File: src/rtl/input_conditioner.sv
// Purpose : synchronize, debounce and edge-detect a raw asynchronous 1-bit input.
// Latency : dout follows a held din change on the (SYNC_STAGES+DEB_CYCLES)th rising edge.
// Backpr. : none; en=0 freezes qualification (FSM, cnt, dout), the synchronizer keeps shifting.
// Ports   : clk, rst (async active-low), din (raw), en (debouncer enable),
//           dout (clean level), rise/fall (one-cycle edge pulses), busy (qualifying).
module input_conditioner #(
  parameter int SYNC_STAGES = 2,
  parameter int DEB_CYCLES  = 4,
  parameter bit RST_VAL     = 1'b0
) (
  input  logic clk,
  input  logic rst,
  input  logic din,
  input  logic en,
  output logic dout,
  output logic rise,
  output logic fall,
  output logic busy
);

  localparam int            CW       = $clog2(DEB_CYCLES + 1);
  localparam logic [CW-1:0] CNT_ONE  = CW'(1);
  localparam logic [CW-1:0] CNT_LAST = CW'(DEB_CYCLES - 1);

  typedef enum logic {
    ST_STABLE = 1'b0,
    ST_CHECK  = 1'b1
  } state_t;

  logic [SYNC_STAGES-1:0] sync_q;
  logic                   sync;

  state_t          state, state_nxt;
  logic [CW-1:0]   cnt, cnt_nxt;
  logic            dout_nxt;
  logic            rise_nxt;
  logic            fall_nxt;

  // Synchronizer chain: shifts every cycle regardless of en.
  always_ff @(posedge clk or negedge rst) begin
    if (!rst) begin
      sync_q <= {SYNC_STAGES{RST_VAL}};
    end else begin
      sync_q <= {sync_q[SYNC_STAGES-2:0], din};
    end
  end

  assign sync = sync_q[SYNC_STAGES-1];

  // Debouncer state, level and pulse registers.
  always_ff @(posedge clk or negedge rst) begin
    if (!rst) begin
      state <= ST_STABLE;
      cnt   <= '0;
      dout  <= RST_VAL;
      rise  <= 1'b0;
      fall  <= 1'b0;
    end else begin
      state <= state_nxt;
      cnt   <= cnt_nxt;
      dout  <= dout_nxt;
      rise  <= rise_nxt;
      fall  <= fall_nxt;
    end
  end

  // Next-state logic. Pulses are computed alongside the dout update so they
  // appear in the same cycle dout first shows the new level; since dout only
  // ever takes the value of sync when they differ, rise and fall are exclusive.
  always_comb begin
    state_nxt = state;
    cnt_nxt   = cnt;
    dout_nxt  = dout;
    rise_nxt  = 1'b0;
    fall_nxt  = 1'b0;

    if (en) begin
      case (state)
        ST_STABLE: begin
          if (sync != dout) begin
            if (DEB_CYCLES == 1) begin
              // Single-cycle qualification: accept immediately.
              dout_nxt = sync;
              rise_nxt = sync;
              fall_nxt = ~sync;
            end else begin
              state_nxt = ST_CHECK;
              cnt_nxt   = CNT_ONE;
            end
          end
        end
        ST_CHECK: begin
          if (sync == dout) begin
            // Candidate vanished before qualifying: treat as a glitch.
            state_nxt = ST_STABLE;
            cnt_nxt   = '0;
          end else if (cnt == CNT_LAST) begin
            dout_nxt  = sync;
            rise_nxt  = sync;
            fall_nxt  = ~sync;
            state_nxt = ST_STABLE;
            cnt_nxt   = '0;
          end else begin
            cnt_nxt = cnt + CNT_ONE;
          end
        end
        default: begin
          state_nxt = ST_STABLE;
          cnt_nxt   = '0;
        end
      endcase
    end
  end

  assign busy = (state == ST_CHECK);

endmodule

File: config.mk
export PLATFORM = sky130hd
export DESIGN_NAME = input_conditioner
export DESIGN_NICKNAME = d
export VERILOG_FILES = /design/src/rtl/input_conditioner.sv
export SDC_FILE = /design/constraint.sdc
export NUM_CORES = 1
export LEC_CHECK = 0
export ABC_AREA = 1
export CAP_MARGIN = 20
export CELL_PAD_IN_SITES_DETAIL_PLACEMENT = 0
export CELL_PAD_IN_SITES_GLOBAL_PLACEMENT = 1
export CORE_AREA = 2 2 39 41
export CTS_BUF_LIST = sky130_fd_sc_hd__clkbuf_2
export DETAILED_ROUTE_END_ITERATION = 8
export DIE_AREA = 0 0 41 43
export HOLD_SLACK_MARGIN = 0.05
export PLACE_DENSITY_LB_ADDON = 0.3
export SLEW_MARGIN = 20
export SYNTH_ARGS = -nofsm -noshare
export SYNTH_HDL_FRONTEND = slang
export SYNTH_SLANG_ARGS = --single-unit
File: constraint.sdc
create_clock -name clk -period 2 [get_ports clk]
set_input_delay 0.4 -clock clk [delete_from_list [all_inputs] [get_ports clk]]
set_output_delay 0.4 -clock clk [all_outputs]
set_load 0.01 [all_outputs]
Yosys cells after proc, flatten, opt, wreduce, memory -nomap -nowiden. Cells that the tools add are included.

Memory bits (writable): 0. Register bits: 9. Output and inout port bits: 4. Latch bits: 0. Logic and storage cells: 32. Memories kept: 0. Bits in read-only memories: 0. Input bits: 4.

Reduce and logical (&&, ||, !) cells: 2. Multipliers: 0. Order comparisons: 0. Divide/modulo/power cells: 0. Bitwise operators: 3. Add/sub/neg operators: 1. Eq/ne operators: 4. Mux-type cells: 16. Shifts and indexed selects: 0.

Operator list (number): $mux W1 (11); $mux W3 (3); $pmux W3 S2 (1); $reduce_and A4 Y1 (1); $add A3 B1 Y3 const B (1); $eq A3 B2 Y1 const B (1); $not A1 Y1 (3); $ne A2 B2 Y1 const B (1); $pmux W1 S2 (1); $reduce_and A2 Y1 (1); $eq A1 B1 Y1 (1); $ne A1 B1 Y1 (1).

Longest topological paths before layout.
Word-level depth: 5. Gate-level depth with buffers: 6. Depth with buffers taken out: 6.

Worst setup path after synthesis. Ideal clock, no wire load.

Path kind: register -> register. From: register cnt[0]. To: register dout. Period minus slack after synthesis: 993 ps. Cell stages (with the launch flop): 7. Data arrival time: 872 ps. Library setup time: 121 ps. Path buffers: 0. Required time: 1879 ps. Slack: 1007 ps. Cell sequence: dfrtp_1 ha_1 inv_1 nor2_2 nand3_2 nand2_1 o21ai_1.

Word-level cells in the longest chain between the ends: 2.

RTL lines: start: declaration (RTL line 34) `logic [CW-1:0] cnt, cnt_nxt;`; start signal: assignment (RTL line 60) `cnt <= cnt_nxt;`; $eq A3 B2 Y1 (RTL line 97) `end else if (cnt == CNT_LAST) begin`; $reduce_and A4 Y1 (no line); end signal: assignment (RTL line 61) `dout <= dout_nxt;`; end: declaration (RTL line 15) `output logic dout,`.

No other way between the ends. A chain may end at the register's enable or synchronous reset.

Worst setup path in the final report.
From: register state, in the netlist busy. To: output busy.

RTL lines: start: declaration (RTL line 33) `state_t state, state_nxt;`; start signal: assignment (RTL line 59) `state <= state_nxt;`; end: declaration (RTL line 18) `output logic busy`.

No word-level cell between the ends.

==> results.py <==
metrics = {
    "die": {
        "io_pins": 8,
        "die_w_um": 41,
        "die_area_mm2": 0.00176,
        "core_mm2": 0.00138,
        "die_h_um": 43,
        "start_util_pct": 28.9,
        "placement_rows": 14,
    },
    "synth": {
        "synth_area_leaders": "dfrtp_1 (56%), nand2_1 (10%), nand3_1 (8.8%), inv_1 (4.7%), nor2_1 (3.8%)",
        "syn_inst": 45,
        "netlist-cell-type-count": 12,
        "synth-compound-area-share_pct": 2.50,
        "syn_area_um2": 400,
        "ys_seq_area_share_pct": 56.3,
        "yosysTopAreaCellShare_pct": 56.3,
        "yosys.area_share.xor_xnor_pct": 0,
        "avgSynthCellArea_um2": 8.90,
        "synthMuxAreaShare_pct": 0,
        "synth_top_family_by_area": "simple AND/OR/NAND/NOR gates",
        "synth_fa_ha_area_share_pct": 3.13,
        "synthSimpleGateAreaFrac_pct": 31.6,
        "synth_warnings": 0,
        "synth_top_area_cell": "dfrtp_1",
        "ys_ff_latch": 9,
        "synthesis.nets": 50,
    },
    "finish": {
        "drive_above_1_share_pct": 12.7,
        "num-fill-cells": 149,
        "diodes": 0,
        "area_delta_synth_final_pct": 25.6,
        "nNetsFinal": 61,
    },
    "timing": {
        "tightest_slew_ns": 0.396,
        "period_share_pct": 85.9,
        "rsz0062_at_grt": "no",
        "fin_setup_tns_ns": 0,
        "skew_ns": 0.0131,
        "finalSetupViolCount": 0,
        "period_needed_ns": 1.72,
        "slew_violations": 0,
        "holdWs_ns": 0.363,
        "max_slew_margin_pct": 73.5,
        "hold_viol": 0,
        "clock.fmax_mhz": 582,
    },
    "power_and_ir_drop": {
        "ir_drop_v": 0.000344,
        "power.density_mw_per_mm2": 938,
        "leakage_nw": 0.244,
    },
    "drt": {
        "drt_pass1_iterations": 4,
        "final_antenna_net_count": 0,
        "drt-initial-drc-count": 5,
        "vias_per_cell": 4.51,
        "wl_per_cell_um": 9.06,
        "via_count": 320,
        "drc_errors": 0,
        "drt_wl_total_um": 643,
    },
    "setup_path": {
        "critPathLaunchType": "register",
        "cp_top_family": "buffers and inverters",
        "crit_end": "busy",
        "worstPathCellList": "clkdlybuf4s50_1",
        "worstSetupPathDepth": 1,
        "crit_start": "busy",
        "arrival_ns": 1.32,
        "r2r-start": "cnt[0]",
        "max_stage_delay_ns": 0.59,
        "cp.required_ns": 1.60,
        "crit_slowest_cell": "clkdlybuf4s50_1",
        "crit_fanout": 8,
        "criticalPathCategory": "register to output pin",
        "regToRegEndpoint": "dout",
        "ff2ff_setup_slack_ns": 0.91,
        "ff2ff_path_depth": 6,
        "critPathCaptureType": "output pin",
        "worst-path-buf-inv": 1,
    },
    "cts": {
        "clock_latency_ns": 0.25,
        "clockBufferDepth": 2,
        "ctsHoldBuffers": 0,
        "post-cts-setup-buffer-count": 0,
        "numCtsBuffers": 3,
        "ctsHtreeMaxLevel": 1,
        "clk_pin_slew_ns": 0.10,
        "cts_tree": "done",
        "cts_root_buffer": "clkbuf_2",
        "post_cts_resized": 0,
        "cts_sinks": 9,
    },
    "grt": {
        "grt_overflow": 0,
        "grt_pass1_wl_um": 1170,
        "antenna_found_initial": 0,
        "grt_max_degree": 10,
        "grt_use_total_pct": 10.5,
        "grt_pass1_vias": 291,
    },
    "place": {
        "place_hpwl_um": 515,
        "place.gp.congestion": 0.746,
        "portBuffers": 7,
    },
    "job": {
        "maxCapViolCount": 0,
    },
    "min_path": {
        "hp-class": "register to register",
    },
    "outcome": {
        "status": "finished, final reports clean",
    },
}
## registers in the layout (all words and copies together), names as in the netlist
register,cells
busy,1
rise,1
dout,1
cnt,3
sync_q,2
fall,1
## metal layers
metal | routed length [um] | part of all wire [%] | track usage (%) | vias to the layer above
met2 | 295 | 46 | 12.2 | 6
met3 | 29 | 4.5 | 4.71 | 4
met4 | 17 | 2.6 | 8.00 | 0
met5 | 0 | 0 | 0 | -
li1 | - | - | - | 167
met1 | 301 | 47 | 14.5 | 143
## how the worst min path moves through the flow
| stage | slack, ns | from | depth (start not counted) | endpoint |
|---|---|---|---|---|
| floorplan | 0.10 | rst | 0 | busy |
| global placement | 0.34 | sync_q[0] | 0 | sync_q[1] |
| detailed placement | 0.34 | sync_q[0] | 0 | sync_q[1] |
| CTS | 0.37 | sync_q[0] | 0 | sync_q[1] |
| global route | 0.37 | sync_q[0] | 0 | sync_q[1] |
| finish | 0.36 | sync_q[0] | 0 | sync_q[1] |
## cells by family (layout without fill, tap and decap cells)
family                   Yosys count  count (layout)
AND/OR/NAND/NOR                   27              27
AO/OA/AOI/OAI                      2               2
flip-flops                         9               9
adder cells (fa/ha/maj)            1               1
buffers and inverters              6              16
## power by group
part | switching, mW | leakage, nW | internal, mW
registers | 0.0315 | 0.117 | 0.210
clock network | 0.0632 | 0.0164 | 0.0453
logic | 0.0631 | 0.110 | 0.0582
total | 0.158 | 0.244 | 0.314
## placed cells by master, fill, tap and decap left out
master,count
clkbuf_2,3
clkdlybuf4s50_1,7
clkinv_2,1
dfrtp_1,9
ha_1,1
inv_1,5
nand2_1,11
nand2_2,1
nand3_1,7
nand3_2,1
nand4_1,2
nor2_1,4
nor2_2,1
o21ai_1,2
## final cells by class
cell class / count / area (um2) / area share, %
Clock buffer: 3 / 15.0 / 2.99
Clock inverter: 1 / 5.00 / 0.995
Inverter: 5 / 18.8 / 3.73
Multi-Input combinational cell: 30 / 149 / 29.6
Sequential cell: 9 / 225 / 44.8
Tap cell: 16 / 20.0 / 3.98
Timing Repair Buffer: 7 / 70.1 / 13.9
## through the flow
step                power, mW  instance area (um2)  std cells  utilization (%)  worst slack (ns)
floorplan               0.321                  400         45                -              1.01
global route            0.514                  503         71             36.3             0.207
finish                  0.472                  503         71             36.3             0.282
global placement        0.369                  483         67             34.9             0.519
detailed placement      0.368                  483         67             34.9             0.525
CTS                     0.479                  503         71             36.3             0.264
## cell usage after synthesis
| cell | instances |
|---|---|
| ha_1 | 1 |
| nand2_1 | 11 |
| nor2_1 | 4 |
| nor2_2 | 1 |
| nand3_2 | 1 |
| buf_4 | 1 |
| dfrtp_1 | 9 |
| nand4_1 | 2 |
| nand2_2 | 1 |
| o21ai_1 | 2 |
| nand3_1 | 7 |
| inv_1 | 5 |
(Power assumes the default switching activity.)
